### config.mk
export PLATFORM = sky130hd
export DESIGN_NAME = uart_tx_arbiter_flat
export DESIGN_NICKNAME = d
export VERILOG_FILES = /design/src/rtl/uart_pkg.sv /design/src/rtl/uart_tx_arbiter_if.sv /design/src/rtl/rr_select.sv /design/src/rtl/uart_tx_arbiter.sv /design/src/flat_wrapper.sv
export SDC_FILE = /design/constraint.sdc
export NUM_CORES = 1
export LEC_CHECK = 0
export ABC_AREA = 1
export BUFFER_PORTS_ARGS = -buffer_cell sky130_fd_sc_hd__buf_2
export CAP_MARGIN = 20
export CORE_ASPECT_RATIO = 1.2
export CORE_MARGIN = 3
export CORE_UTILIZATION = 45
export CTS_CLUSTER_SIZE = 40
export DETAILED_ROUTE_END_ITERATION = 16
export GPL_TIMING_DRIVEN = 0
export PLACE_DENSITY = 0.82
export SLEW_MARGIN = 20
export SYNTH_ARGS = -nofsm -noshare
export SYNTH_HDL_FRONTEND = slang
export SYNTH_SLANG_ARGS = --single-unit
### constraint.sdc
create_clock -name clk -period 2.1 [get_ports clk]
set_clock_uncertainty 0.2 [all_clocks]
set_input_delay 0.42 -clock clk [delete_from_list [all_inputs] [get_ports clk]]
set_output_delay 0.42 -clock clk [all_outputs]
set_load 0.02 [all_outputs]
### src/rtl/uart_pkg.sv
// Shared types and constants for the UART transmit arbiter.
// Holds the FSM state encoding, default parameters and byte width.
package uart_pkg;

    localparam int BYTE_W             = 8;
    localparam int IDX_W              = 3;
    localparam int DEF_NUM_REQ        = 4;
    localparam int DEF_TIMEOUT_CYCLES = 600000;

    typedef enum logic [1:0] {
        IDLE      = 2'd0,
        LAUNCH    = 2'd1,
        WAIT_DONE = 2'd2
    } arb_state_t;

endpackage

### src/rtl/uart_tx_arbiter_if.sv
// Requester/transmitter bundle for the UART transmit arbiter.
// slave: arbiter side; master: requesters + transmitter side.
interface uart_tx_arbiter_if
    import uart_pkg::*;
#(
    parameter int NUM_REQ = DEF_NUM_REQ
);

    logic [NUM_REQ-1:0]        req;
    logic [NUM_REQ*BYTE_W-1:0] req_data;
    logic [NUM_REQ-1:0]        grant;
    logic                      tx_start;
    logic [BYTE_W-1:0]         tx_data;
    logic                      tx_done;
    logic                      busy;
    logic [IDX_W-1:0]          owner;
    logic                      err_timeout;

    modport slave (
        input  req, req_data, tx_done,
        output grant, tx_start, tx_data, busy, owner, err_timeout
    );

    modport master (
        output req, req_data, tx_done,
        input  grant, tx_start, tx_data, busy, owner, err_timeout
    );

endinterface

### src/rtl/rr_select.sv
// Round-robin picker: first requester after last_grant, wrapping.
// Ports: req, last_grant in; sel (one-hot), sel_idx, valid out.
module rr_select
    import uart_pkg::*;
#(
    parameter int NUM_REQ = DEF_NUM_REQ
) (
    input  logic [NUM_REQ-1:0] req,
    input  logic [IDX_W-1:0]   last_grant,
    output logic [NUM_REQ-1:0] sel,
    output logic [IDX_W-1:0]   sel_idx,
    output logic               valid
);

    // Two passes: indices above last_grant first, then wrap to the
    // low end (which includes last_grant itself, taken last).
    always_comb begin
        sel     = '0;
        sel_idx = '0;
        valid   = 1'b0;
        for (int i = 0; i < NUM_REQ; i++) begin
            if (!valid && req[i] && i > int'(last_grant)) begin
                valid   = 1'b1;
                sel[i]  = 1'b1;
                sel_idx = IDX_W'(i);
            end
        end
        for (int i = 0; i < NUM_REQ; i++) begin
            if (!valid && req[i] && i <= int'(last_grant)) begin
                valid   = 1'b1;
                sel[i]  = 1'b1;
                sel_idx = IDX_W'(i);
            end
        end
    end

endmodule

### src/rtl/uart_tx_arbiter.sv
// Shares one UART transmitter among NUM_REQ byte requesters.
// Ports: clk, rst (async, active-low), bus (uart_tx_arbiter_if.slave).
// Option: UART_TX_ARB_TIMEOUT_EN adds a per-byte abort timer.
module uart_tx_arbiter
    import uart_pkg::*;
#(
    parameter int NUM_REQ        = DEF_NUM_REQ,
    parameter int TIMEOUT_CYCLES = DEF_TIMEOUT_CYCLES
) (
    input  logic              clk,
    input  logic              rst,
    uart_tx_arbiter_if.slave  bus
);

    if (NUM_REQ < 2 || NUM_REQ > 8) begin : g_bad_num_req
        $error("NUM_REQ must be in 2..8");
    end
    if (TIMEOUT_CYCLES < 1) begin : g_bad_timeout
        $error("TIMEOUT_CYCLES must be at least 1");
    end

    arb_state_t         state;
    arb_state_t         state_nx;
    logic [NUM_REQ-1:0] sel_oh;
    logic [IDX_W-1:0]   sel_idx;
    logic               any_req;
    logic [BYTE_W-1:0]  sel_data;
    logic [NUM_REQ-1:0] gnt_q;
    logic [IDX_W-1:0]   last_q;
    logic [IDX_W-1:0]   owner_q;
    logic [BYTE_W-1:0]  data_q;
    logic               timeout_hit;
    logic               arb_win;

    rr_select #(
        .NUM_REQ    (NUM_REQ)
    ) u_rr (
        .req        (bus.req),
        .last_grant (last_q),
        .sel        (sel_oh),
        .sel_idx    (sel_idx),
        .valid      (any_req)
    );

    always_comb begin
        sel_data = '0;
        for (int i = 0; i < NUM_REQ; i++) begin
            if (sel_oh[i]) begin
                sel_data = sel_data | bus.req_data[i*BYTE_W +: BYTE_W];
            end
        end
    end

`ifdef UART_TX_ARB_TIMEOUT_EN
    localparam int CNT_W = $clog2(TIMEOUT_CYCLES + 1);

    logic [CNT_W-1:0] cnt_q;
    logic             err_q;

    // Cleared in LAUNCH, so it reads n-1 in WAIT_DONE cycle n.
    assign timeout_hit = (state == WAIT_DONE) && !bus.tx_done &&
                         (cnt_q == CNT_W'(TIMEOUT_CYCLES - 1));

    always_ff @(posedge clk or negedge rst) begin
        if (!rst) begin
            cnt_q <= '0;
            err_q <= 1'b0;
        end else begin
            err_q <= timeout_hit;
            if (state == LAUNCH) begin
                cnt_q <= '0;
            end else if (state == WAIT_DONE) begin
                cnt_q <= cnt_q + 1'b1;
            end
        end
    end

    assign bus.err_timeout = err_q;
`else
    assign timeout_hit     = 1'b0;
    assign bus.err_timeout = 1'b0;
`endif

    always_comb begin
        state_nx = state;
        unique case (state)
            IDLE: begin
                if (any_req) begin
                    state_nx = LAUNCH;
                end
            end
            LAUNCH: begin
                state_nx = WAIT_DONE;
            end
            WAIT_DONE: begin
                if (bus.tx_done || timeout_hit) begin
                    state_nx = IDLE;
                end
            end
            default: begin
                state_nx = IDLE;
            end
        endcase
    end

    assign arb_win = (state == IDLE) && any_req;

    always_ff @(posedge clk or negedge rst) begin
        if (!rst) begin
            state   <= IDLE;
            gnt_q   <= '0;
            last_q  <= IDX_W'(NUM_REQ - 1);
            owner_q <= '0;
            data_q  <= '0;
        end else begin
            state <= state_nx;
            if (arb_win) begin
                gnt_q   <= sel_oh;
                last_q  <= sel_idx;
                owner_q <= sel_idx;
                data_q  <= sel_data;
            end
        end
    end

    // grant/tx_start are decoded from LAUNCH so they last exactly
    // one cycle; tx_data/owner keep their latch until the next win.
    assign bus.grant    = (state == LAUNCH) ? gnt_q : '0;
    assign bus.tx_start = (state == LAUNCH);
    assign bus.busy     = (state != IDLE);
    assign bus.tx_data  = data_q;
    assign bus.owner    = owner_q;

endmodule
### src/flat_wrapper.sv
// flat-port wrapper written by rule: the top's interface ports become plain ports
module uart_tx_arbiter_flat import uart_pkg::*;
#(
    parameter int NUM_REQ        = DEF_NUM_REQ,
    parameter int TIMEOUT_CYCLES = DEF_TIMEOUT_CYCLES
)
  (clk, rst, bus_req, bus_req_data, bus_tx_done, bus_grant, bus_tx_start, bus_tx_data, bus_busy, bus_owner, bus_err_timeout);
  uart_tx_arbiter_if #(.NUM_REQ(NUM_REQ)) bus_i ();
  input  logic clk;
  input  logic rst;
  input wire logic [$bits(bus_i.req)-1:0] bus_req;
  input wire logic [$bits(bus_i.req_data)-1:0] bus_req_data;
  input wire logic [$bits(bus_i.tx_done)-1:0] bus_tx_done;
  output wire logic [$bits(bus_i.grant)-1:0] bus_grant;
  output wire logic [$bits(bus_i.tx_start)-1:0] bus_tx_start;
  output wire logic [$bits(bus_i.tx_data)-1:0] bus_tx_data;
  output wire logic [$bits(bus_i.busy)-1:0] bus_busy;
  output wire logic [$bits(bus_i.owner)-1:0] bus_owner;
  output wire logic [$bits(bus_i.err_timeout)-1:0] bus_err_timeout;
  assign bus_i.req = bus_req;
  assign bus_i.req_data = bus_req_data;
  assign bus_i.tx_done = bus_tx_done;
  assign bus_grant = bus_i.grant;
  assign bus_tx_start = bus_i.tx_start;
  assign bus_tx_data = bus_i.tx_data;
  assign bus_busy = bus_i.busy;
  assign bus_owner = bus_i.owner;
  assign bus_err_timeout = bus_i.err_timeout;
  uart_tx_arbiter #(.NUM_REQ(NUM_REQ), .TIMEOUT_CYCLES(TIMEOUT_CYCLES)) u_core (.clk(clk), .rst(rst), .bus(bus_i));
endmodule
==> implementation parameters <==
Parameter                              Value

Outcome
  Outcome    completed

Die
  Die outline area    3120 um2
  Die height    60.6 um
  Number of placed I/O pins    57
  Core Box Area    2330 um2
  Width of the die    51.5 um
  Count of standard-cell rows    19
  Initial Util    48.0%

Timing
  Fraction of the cycle the final worst path needs    89.3%
  Fin crit period    1.88 ns
  Maximum clock frequency    533 MHz
  Worst slew pin tran    0.544 ns
  Max_slew headroom    63.7%
  Slew Limit Fails    0
  Setup tns final    0 ns
  Final Hold Violating Endpoints    0
  Final Setup Violations    0
  Unrepaired setup endpoints after global routing    no

Logic synthesis
  Average instance area after synthesis    6.66 um2
  Sequential share of the synthesized area    40.5%
  Syn. warnings    0
  Number of distinct library cells after synthesis    19
  Synthesized instance count    168
  Cell area after synthesis    1120 um2
  Seq cells post-synth    18

Placement
  Sum of net half-perimeters after detailed placement    2020 um
  Placer's final routability congestion estimate    0.805
  IO buf count    54
  Number of placed instances, taps included    254

Clock network
  Max H-tree Level    1
  Clock transition at the registers of the reported paths    0.10 ns
  Clock sink count    18
  Worst-case clock buffer depth    2
  Post-CTS sizing    0
  Clock tree root driver cell    sky130_fd_sc_hd__clkbuf_4
  Total clock buffers created by CTS    3
  Later-pin clock latency in the skew report    0.29 ns
  TritonCTS clock tree    yes
  Number of buffers inserted by post-CTS setup repair    0

Global route
  GR Overflow Total    0
  Total track usage    17.7%
  Maximum number of pins on one net before global-route repair    19
  Wire length of the first global-routing pass    4200 um
  Initial antenna violation count    0
  Vias in the first global route    1010

Critical path
  Category of cells accounting for the largest share of critical-path delay    flip-flops
  Type of element launching the critical path    flip-flop
  Cells on worst reg2reg path    9
  Slack of the worst reg-to-reg path    0.22 ns
  Peak fanout along the critical path    10
  Reg2Reg Capture Point    u_core.bus.tx_data[2]
  Crit end category    flip-flop
  Most common cell type on the critical path    sky130_fd_sc_hd__nand2_1
  Ordered list of cells on the worst path    inv_2 -> nand2_1 -> nor2_2 -> a41oi_2 -> nor2_1 -> nor2_1 -> nand3_1 -> nand2_1 -> nand2_1
  Slowest cell on crit path    sky130_fd_sc_hd__dfstp_2
  WP buf/inv    1
  Crit path DAT    1.86 ns
  Worst path max stage delay    0.55 ns
  Required time of the critical path    2.09 ns
  Worst reg2reg path startpoint    u_core.last_q[1]
  Crit Path Category    reg2reg

Power and ir drop
  Worst vdd rail ir drop    665 uV
  Cell Int Power    982 uW
  Pwr per Cell Area    1260 nW/um2
  Combinational share of power    56.8%
  Power share of the sequential group    32.1%
  Part of the power in the clock network    11.2%
  Switching portion of total power    47.1%
  Static leakage power    0.898 nW
  Net switching power figure    875 uW

Cells and area
  Post-layout utilization of the core    63.4%
  Non-filler instance count after layout    259
  Antenna cell count    0
  # nets final    268
  Layout cells sized above 1    34.2%
  Area added between synthesis and finish    32.1%
  Final-layout fill cell count    249

Worst hold path
  Hold Crit Start    bus_tx_done
  Cell depth of the worst hold path    2
  Class of the most critical hold timing path    in2reg
  Capture endpoint of the worst hold path    u_core.state[1]

Routing
  Average routed wire per standard cell    10.1 um
  DRC    0
  Number of vias in the routed layout    1174
  Violation count after the first detailed-route iteration    26
  Routed Wire Length    2610 um
  TritonRoute pass-1 iters    4
  Antenna Nets Post-Route    0
  Post-detailed-route via-to-cell ratio    4.53

Flow run
  Number of max-capacitance violations reported    0
## kinds of logic after synthesis
logic type	share of synthesized area [%]
AO/OA/AOI/OAI	6.94
buffers and inverters	13.1
flip-flops	40.5
other	0.335
AND/OR/NAND/NOR	39.1
## routing by layer
metal  track usage (%)  wire length, um  vias to the layer above
met4              7.87               32                        0
li1                  -                -                      620
met1              20.0             1090                      512
met5                 0                0                        -
met2              33.5             1340                       38
met3              1.97              152                        4
## Yosys cell counts
cell,n,area (um2)
sky130_fd_sc_hd__a21oi_2,1,8.76
sky130_fd_sc_hd__a41oi_2,1,16.3
sky130_fd_sc_hd__buf_4,3,22.5
sky130_fd_sc_hd__buf_6,1,11.3
sky130_fd_sc_hd__conb_1,1,3.75
sky130_fd_sc_hd__dfrtp_1,16,400
sky130_fd_sc_hd__dfstp_2,2,52.6
sky130_fd_sc_hd__inv_1,28,105
sky130_fd_sc_hd__inv_2,2,7.51
sky130_fd_sc_hd__nand2_1,52,195
sky130_fd_sc_hd__nand2_2,4,25.0
sky130_fd_sc_hd__nand3_1,12,60.1
sky130_fd_sc_hd__nand3_2,2,20.0
sky130_fd_sc_hd__nand4_1,2,12.5
sky130_fd_sc_hd__nor2_1,30,113
sky130_fd_sc_hd__nor2_2,2,12.5
sky130_fd_sc_hd__o21ai_0,5,25.0
sky130_fd_sc_hd__o21ai_1,2,10.0
sky130_fd_sc_hd__o21ai_2,2,17.5
## state kept, by name, summed over array words and instances (netlist names)
| register | count |
|---|---|
| u_core.bus.owner | 2 |
| u_core.bus.tx_data | 8 |
| u_core.gnt_q | 4 |
| u_core.last_q | 2 |
| u_core.state | 2 |
## cells in the final DEF (no fill, tap or decap), types with 3 or more instances in the layout
cell type	count
sky130_fd_sc_hd__dfrtp_1	16
sky130_fd_sc_hd__buf_2	54
sky130_fd_sc_hd__inv_1	28
sky130_fd_sc_hd__nand3_1	12
sky130_fd_sc_hd__clkbuf_4	3
sky130_fd_sc_hd__nand2_2	4
sky130_fd_sc_hd__o21ai_0	5
sky130_fd_sc_hd__buf_4	3
sky130_fd_sc_hd__nor2_1	30
sky130_fd_sc_hd__nand2_1	52
## worst max path at each step
stage / startpoint / endpoint / slack (ns) / cells after the start
floorplan: u_core.state[1] / bus_grant[0] / 0.31 / 3
global placement: bus_req[1] / u_core.bus.tx_data[0] / 0.20 / 9
detailed placement: bus_req[1] / u_core.bus.tx_data[3] / 0.20 / 9
CTS: u_core.last_q[0] / u_core.bus.tx_data[3] / 0.21 / 9
global route: u_core.last_q[0] / u_core.bus.tx_data[2] / 0.10 / 9
finish: u_core.last_q[1] / u_core.bus.tx_data[2] / 0.22 / 9
## worst register-to-register path, cell delays in order, from the launching register on
cell and delay (ns):
sky130_fd_sc_hd__dfstp_2 0.55, sky130_fd_sc_hd__inv_2 0.06, sky130_fd_sc_hd__nand2_1 0.07, sky130_fd_sc_hd__nor2_2 0.06, sky130_fd_sc_hd__a41oi_2 0.46, sky130_fd_sc_hd__nor2_1 0.08
sky130_fd_sc_hd__nor2_1 0.10, sky130_fd_sc_hd__nand3_1 0.08, sky130_fd_sc_hd__nand2_1 0.06, sky130_fd_sc_hd__nand2_1 0.04
## repair_timing
action                                 in CTS  in global routing
setup endpoints to repair                   0                  0
endpoints found under the hold margin      16                  0
hold buffers                                1                  0
## cell type report
class                           count  area [um2]  area share, %
Multi-Input combinational cell    117         523           35.4
Timing Repair Buffer               55         280           19.0
Tap cell                           31        38.8           2.62
Clock buffer                        4        36.3           2.46
Inverter                           30         113           7.62
Sequential cell                    18         453           30.7
Buffer                              4        33.8           2.29
## per-stage QoR
| step | hold slack [ns] | total power [mW] | area [um2] | setup WS [ns] |
|---|---|---|---|---|
| after floorplan | -0.0756 | 1.35 | 1120 | 0.311 |
| after global placement | 0.165 | 1.65 | 1430 | 0.199 |
| after detailed placement | 0.163 | 1.67 | 1430 | 0.197 |
| after CTS | 0.112 | 1.88 | 1480 | 0.206 |
| after global routing | 0.116 | 2.02 | 1480 | 0.102 |
| final | 0.118 | 1.86 | 1480 | 0.225 |
## power groups by stage
stage / Combinational [mW] / Sequential, mW / Clock, mW
3_3_place_gp: 1.05 / 0.597 / 0
4_1_cts: 1.07 / 0.594 / 0.215
6_report: 1.05 / 0.596 / 0.208
3_5_place_dp: 1.07 / 0.598 / 0
2_1_floorplan: 0.644 / 0.704 / 0
5_1_grt: 1.18 / 0.615 / 0.229
Note: power is estimated with default switching activity, not from simulation.
